## config.mk

```make
export PLATFORM = sky130hd
export DESIGN_NAME = tft_frame_scheduler
export DESIGN_NICKNAME = d
export VERILOG_FILES = /design/src/rtl/tft_frame_scheduler.sv
export SDC_FILE = /design/constraint.sdc
export NUM_CORES = 1
export LEC_CHECK = 0
export ABC_AREA = 1
export BUFFER_PORTS_ARGS = -buffer_cell sky130_fd_sc_hd__buf_4
export CORE_MARGIN = 2
export CORE_UTILIZATION = 50
export DETAILED_ROUTE_END_ITERATION = 7
export PLACE_DENSITY = 0.69
export SYNTH_ARGS = -nofsm -noshare
export SYNTH_HDL_FRONTEND = slang
export SYNTH_SLANG_ARGS = --single-unit
```

## constraint.sdc

```tcl
create_clock -name MasterCLK -period 8.99 [get_ports MasterCLK]
set_input_delay 1.798 -clock MasterCLK [delete_from_list [all_inputs] [get_ports MasterCLK]]
set_output_delay 1.798 -clock MasterCLK [all_outputs]
set_load 0.01 [all_outputs]
```

## src/rtl/tft_frame_scheduler.sv

```systemverilog
// Drives one TFT window write: CASET, PASET, RAMWR header followed by the pixel stream.
// Owns cs_n and the RS line for the whole transaction so no other requester can interleave.
module tft_frame_scheduler #(
    parameter logic [7:0] CMD_CASET = 8'h2A,
    parameter logic [7:0] CMD_PASET = 8'h2B,
    parameter logic [7:0] CMD_RAMWR = 8'h2C,
    parameter int         WIDTH     = 240,
    parameter int         HEIGHT    = 320,
    parameter int         CNT_BITS  = 17
) (
    input  logic        MasterCLK,
    input  logic        reset,
    input  logic        init_done,
    input  logic        start,
    input  logic [8:0]  x0,
    input  logic [8:0]  x1,
    input  logic [8:0]  y0,
    input  logic [8:0]  y1,
    output logic        busy,
    output logic        done,
    output logic        error,
    input  logic [15:0] pix_data,
    input  logic        pix_valid,
    output logic        pix_ready,
    output logic [7:0]  tx_data,
    output logic        tx_rs,
    output logic        tx_valid,
    input  logic        tx_ready,
    output logic        cs_n
);

    localparam logic [3:0] IDLE     = 4'd0;
    localparam logic [3:0] CASET_C  = 4'd1;
    localparam logic [3:0] CASET_D  = 4'd2;
    localparam logic [3:0] PASET_C  = 4'd3;
    localparam logic [3:0] PASET_D  = 4'd4;
    localparam logic [3:0] RAMWR_C  = 4'd5;
    localparam logic [3:0] PIX_LOAD = 4'd6;
    localparam logic [3:0] PIX_HI   = 4'd7;
    localparam logic [3:0] PIX_LO   = 4'd8;
    localparam logic [3:0] DONE     = 4'd9;

    localparam logic [8:0]          X_LIMIT = 9'(WIDTH);
    localparam logic [8:0]          Y_LIMIT = 9'(HEIGHT);
    localparam logic [CNT_BITS-1:0] CNT_ONE = CNT_BITS'(1);

    logic [3:0]          state, next_state;
    logic [1:0]          byte_idx, next_idx;
    logic [CNT_BITS-1:0] cnt, next_cnt;
    logic [15:0]         pix, next_pix;
    logic [8:0]          win_x0, win_x1, win_y0, win_y1;

    logic                win_ok;
    logic [8:0]          span_x, span_y;
    logic [CNT_BITS-1:0] area;
    logic                fire;
    logic                accept, reject;

    logic                nxt_valid, nxt_rs;
    logic [7:0]          nxt_data;

    // Byte sequence for a 9-bit start/end pair: high byte carries only bit 8.
    function automatic logic [7:0] coord_byte(input logic [1:0] idx,
                                              input logic [8:0] lo,
                                              input logic [8:0] hi);
        case (idx)
            2'd0:    coord_byte = {7'b0, lo[8]};
            2'd1:    coord_byte = lo[7:0];
            2'd2:    coord_byte = {7'b0, hi[8]};
            default: coord_byte = hi[7:0];
        endcase
    endfunction

    assign win_ok = (x0 <= x1) && (x1 < X_LIMIT) && (y0 <= y1) && (y1 < Y_LIMIT);
    assign span_x = x1 - x0 + 9'd1;
    assign span_y = y1 - y0 + 9'd1;
    assign area   = CNT_BITS'(span_x) * CNT_BITS'(span_y);
    assign fire   = tx_valid && tx_ready;

    // NOTE: every variable gets a default at the top of the block so no path can infer a latch.
    always_comb begin
        next_state = state;
        next_idx   = byte_idx;
        next_cnt   = cnt;
        next_pix   = pix;
        accept     = 1'b0;
        reject     = 1'b0;
        case (state)
            IDLE: begin
                if (start && init_done) begin
                    if (win_ok) begin
                        accept     = 1'b1;
                        next_cnt   = area;
                        next_state = CASET_C;
                    end else begin
                        reject = 1'b1;
                    end
                end
            end
            CASET_C: if (fire) begin
                next_state = CASET_D;
                next_idx   = 2'd0;
            end
            CASET_D: if (fire) begin
                if (byte_idx == 2'd3) next_state = PASET_C;
                else                  next_idx   = byte_idx + 2'd1;
            end
            PASET_C: if (fire) begin
                next_state = PASET_D;
                next_idx   = 2'd0;
            end
            PASET_D: if (fire) begin
                if (byte_idx == 2'd3) next_state = RAMWR_C;
                else                  next_idx   = byte_idx + 2'd1;
            end
            RAMWR_C: if (fire) next_state = PIX_LOAD;
            PIX_LOAD: if (pix_valid) begin
                next_pix   = pix_data;
                next_state = PIX_HI;
            end
            PIX_HI: if (fire) next_state = PIX_LO;
            PIX_LO: if (fire) begin
                next_cnt   = cnt - CNT_ONE;
                next_state = (cnt == CNT_ONE) ? DONE : PIX_LOAD;
            end
            DONE:    next_state = IDLE;
            default: next_state = IDLE;
        endcase
    end

    // Outputs are decoded from the next state so they appear registered in the state they describe.
    always_comb begin
        nxt_valid = 1'b1;
        nxt_rs    = 1'b1;
        nxt_data  = 8'h00;
        case (next_state)
            CASET_C: begin nxt_rs = 1'b0; nxt_data = CMD_CASET; end
            CASET_D: nxt_data = coord_byte(next_idx, win_x0, win_x1);
            PASET_C: begin nxt_rs = 1'b0; nxt_data = CMD_PASET; end
            PASET_D: nxt_data = coord_byte(next_idx, win_y0, win_y1);
            RAMWR_C: begin nxt_rs = 1'b0; nxt_data = CMD_RAMWR; end
            PIX_HI:  nxt_data = next_pix[15:8];
            PIX_LO:  nxt_data = next_pix[7:0];
            default: begin nxt_valid = 1'b0; nxt_rs = 1'b0; end
        endcase
    end

    // NOTE: sequential state uses non-blocking assignments so all registers update from the same pre-edge values.
    always_ff @(posedge MasterCLK) begin
        if (reset) begin
            state     <= IDLE;
            byte_idx  <= 2'd0;
            cnt       <= '0;
            pix       <= 16'h0000;
            win_x0    <= 9'd0;
            win_x1    <= 9'd0;
            win_y0    <= 9'd0;
            win_y1    <= 9'd0;
            busy      <= 1'b0;
            done      <= 1'b0;
            error     <= 1'b0;
            pix_ready <= 1'b0;
            tx_valid  <= 1'b0;
            tx_data   <= 8'h00;
            tx_rs     <= 1'b0;
            cs_n      <= 1'b1;
        end else begin
            state     <= next_state;
            byte_idx  <= next_idx;
            cnt       <= next_cnt;
            pix       <= next_pix;
            if (accept) begin
                win_x0 <= x0;
                win_x1 <= x1;
                win_y0 <= y0;
                win_y1 <= y1;
            end
            busy      <= (next_state != IDLE);
            done      <= (next_state == DONE);
            error     <= reject;
            pix_ready <= (next_state == PIX_LOAD);
            tx_valid  <= nxt_valid;
            tx_data   <= nxt_data;
            tx_rs     <= nxt_rs;
            cs_n      <= (next_state == IDLE) || (next_state == DONE);
        end
    end

endmodule
```

==> results.json <==
{
  "outcome": "finished, final reports clean",
  "initial_core_util_pct": 50.6,
  "wirelength_um": 20700,
  "path_clk_slew_ns": 0.07,
  "cts_tree": "yes",
  "core_area_sq_um": 16400,
  "vias": 7451,
  "hold_viol_final": 0,
  "initialDrtViolationCount": 534,
  "grt_pass1_wl_um": 34400,
  "vdd_drop_max_v": 0.000447,
  "io_pins": 73,
  "drv_cap": 0,
  "layout_setup_ws_ns": 1.63,
  "antenna_cells": 0,
  "max_freq_mhz": 136,
  "cpMostUsedCell": "inv_1",
  "holdWs_ns": 0.450,
  "wire_per_inst_um": 14.3,
  "portBuffers": 72,
  "netSwitchingFraction_pct": 53.2,
  "yosysTopAreaCell": "dfxtp_1",
  "grt_pass1_vias": 6867,
  "viasPerCell": 5.14,
  "synthMuxAreaShare_pct": 1.93,
  "tightest_slew_ns": 0.978,
  "cts_setup_buffers": 0,
  "cts_root_buffer": "clkbuf_16",
  "grt_overflow": 0,
  "synth_top_cell_area_share_pct": 21.7,
  "dieArea_sq_um": 17600,
  "drc": 0,
  "ys_seq_area_share_pct": 21.7,
  "dp.final_hpwl_um": 16400,
  "cp_data_required_time_ns": 9.27,
  "grt_setup_unrepaired": "false",
  "leakage_nw": 5.03,
  "min_path_type": "reg -> reg",
  "cts_resized": 0,
  "synth_area_per_cell_sq_um": 7.07,
  "synth_simple_gate_area_share_pct": 24.9,
  "synth-adder-area-share_pct": 25.0,
  "power_switching_mw": 1.97,
  "power_frac_seq_pct": 11.5,
  "numCtsBuffers": 9,
  "areaGrowthSynthToFinish_pct": 11.3,
  "setup_violations": 0,
  "grt_max_degree": 53,
  "synth_seq_cells": 90,
  "netlist_area_sq_um": 8300,
  "dr.pass1.iters": 5,
  "grt_antenna_before_repair": 0,
  "clkPwrFrac_pct": 9.6,
  "stdcell_area_sq_um": 9240,
  "ys_types": 41,
  "p_per_area_nw_per_um2": 400,
  "cts_sinks": 90,
  "die_y_um": 133,
  "yosysWarnings": 0,
  "worst_path_max_delay_cell": "fa_1",
  "comb_power_share_pct": 79.0,
  "path_max_fanout": 7,
  "gp_congestion": 0.947,
  "setup_tns_ns": 0,
  "place_area_sq_um": 8970,
  "slew_viol_final": 0,
  "internal_power_mw": 1.73,
  "synth_top_family_by_area": "adder cells",
  "fillCellCount": 1629,
  "crit_type": "in -> reg",
  "post-route-period-util_pct": 81.9,
  "cp_data_arrival_time_ns": 7.64,
  "fin_nets": 1419,
  "slowest_delay_ns": 0.54,
  "cts_hold_buf": 0,
  "num_rows": 47,
  "ant_nets": 0,
  "clock_skew_ns": 0.00988,
  "dieWidth_um": 133,
  "yosys-top-cells-area": "dfxtp_1, ha_1, fa_1",
  "synthXorXnorAreaFrac_pct": 2.85,
  "synth_compound_area_share_pct": 11.2,
  "fin_crit_ns": 7.36,
  "end_kind": "flip-flop",
  "synthesis.nets": 1366,
  "startpoint_type": "input pin",
  "gr-usage-all-layers_pct": 24.3,
  "dp_slack_ns": 1.29,
  "clk_latency_ns": 0.35,
  "cts_htree_levels": 3,
  "maxSlewHeadroom_pct": 34.8,
  "clockBufferDepth": 2,
  "syn_inst": 1173,
  "drive_gt1_share_pct": 10.2
}
==> power by group through the flow <==
stage | clock [mW] | sequential [mW] | combinational, mW
detailed placement | 0 | 0.432 | 2.89
floorplan | 0 | 0.430 | 2.21
finish | 0.354 | 0.423 | 2.91
global route | 0.379 | 0.425 | 3.39
global placement | 0 | 0.431 | 2.84
CTS | 0.363 | 0.422 | 2.91
==> metal layers <==
layer / GRT usage, % / vias to the layer above / wire length (um)
li1: - / 3812 / -
met1: 35.9 / 3419 / 10100
met3: 3.26 / 18 / 1070
met4: 6.87 / 0 / 345
met2: 37.2 / 202 / 9210
met5: 0 / - / 0
==> cells in the mapped netlist <==
master,instances
nand4_1,20
a211oi_1,1
o21ai_0,71
xnor2_1,7
o21ai_1,6
nand3_1,66
or2_2,4
nand4_2,1
nor2_2,7
fa_1,51
buf_2,10
buf_6,3
inv_1,221
o21a_1,2
mux2i_1,16
xor2_1,20
ha_1,84
clkbuf_1,17
nor4_1,2
nand2_4,1
nor2_1,127
nand3_2,1
nand2_2,5
o211ai_1,3
o311ai_2,1
a22o_1,1
nand2_1,209
nor3_2,2
a21o_1,3
a22oi_2,1
o31ai_1,1
a31oi_1,7
nor2_4,6
buf_4,3
dfxtp_1,90
a21oi_1,72
or2_1,1
nand3b_1,6
nor3_1,13
o21bai_1,4
inv_2,7
==> metrics by stage <==
stage	utilization [%]	total power, mW	instances
3_3_place_gp	54.6	3.27	1435
3_5_place_dp	54.6	3.32	1435
2_1_floorplan	-	2.64	1173
4_1_cts	56.3	3.70	1450
5_1_grt	56.3	4.20	1450
6_report	56.3	3.69	1450
==> cell type report <==
cell class | count | area [sq um] | area share, %
well taps | 220 | 275 | 2.98
flip-flops and latches | 90 | 1800 | 19.5
clock inverters | 5 | 40.0 | 0.434
inverters | 228 | 856 | 9.27
clock buffers | 10 | 229 | 2.48
multi-input cells | 822 | 5470 | 59.2
repair buffers | 75 | 563 | 6.10
==> cells in the final DEF, fill, tap and decap left out, drive strengths merged, types with 4 or more instances in the layout <==
cell type / n
mux2i: 16
dfxtp: 90
xnor2: 7
a31oi: 7
or2: 5
inv: 229
nor3: 15
xor2: 20
buf: 75
nand3: 67
clkbuf: 10
o21bai: 4
nand2: 215
a21oi: 72
ha: 84
o21ai: 77
fa: 51
nand4: 21
nor2: 140
nand3b: 6
==> sequential cells by signal, summed over array words and instances, names as in the netlist, 2 cells and up <==
name and flops:
byte_idx 2, win_y1 9, win_x1 9, win_x0 9
tx_data 8, pix 16, cnt 17, state 4
win_y0 9
==> worst max-delay path: cells and delay by family <==
| kind | cells | cell delay, ns |
|---|---|---|
| AOI/OAI and AO/OA | 5 | 0.73 |
| xor gates and xnor gates | 1 | 0.46 |
| adders and majority gates | 8 | 3.08 |
| buffers and inverters | 7 | 0.51 |
| and+or+nand+nor | 11 | 1.06 |
==> path summary, 6_finish.rpt <==
| check | from | end | slack, ns | cells after the start |
|---|---|---|---|---|
| max | y1[1] | cnt[16] | 1.63 | 32 |
| min | win_x1[8] | win_x1[8] | 0.45 | 2 |
| max reg2reg | state[3] | tx_valid | 6.22 | 10 |
| min reg2reg | win_x1[8] | win_x1[8] | 0.45 | 2 |
==> cells by family (layout without fill, tap and decap cells) <==
kind of cell,Yosys count,after routing
DFF,90,90
muxes,16,16
adders and majority gates,135,135
AOI/OAI and AO/OA,173,173
xor gates and xnor gates,27,27
buffers and inverters,261,318
and+or+nand+nor,471,471
No activity file was read; power rests on OpenSTA's default activity.
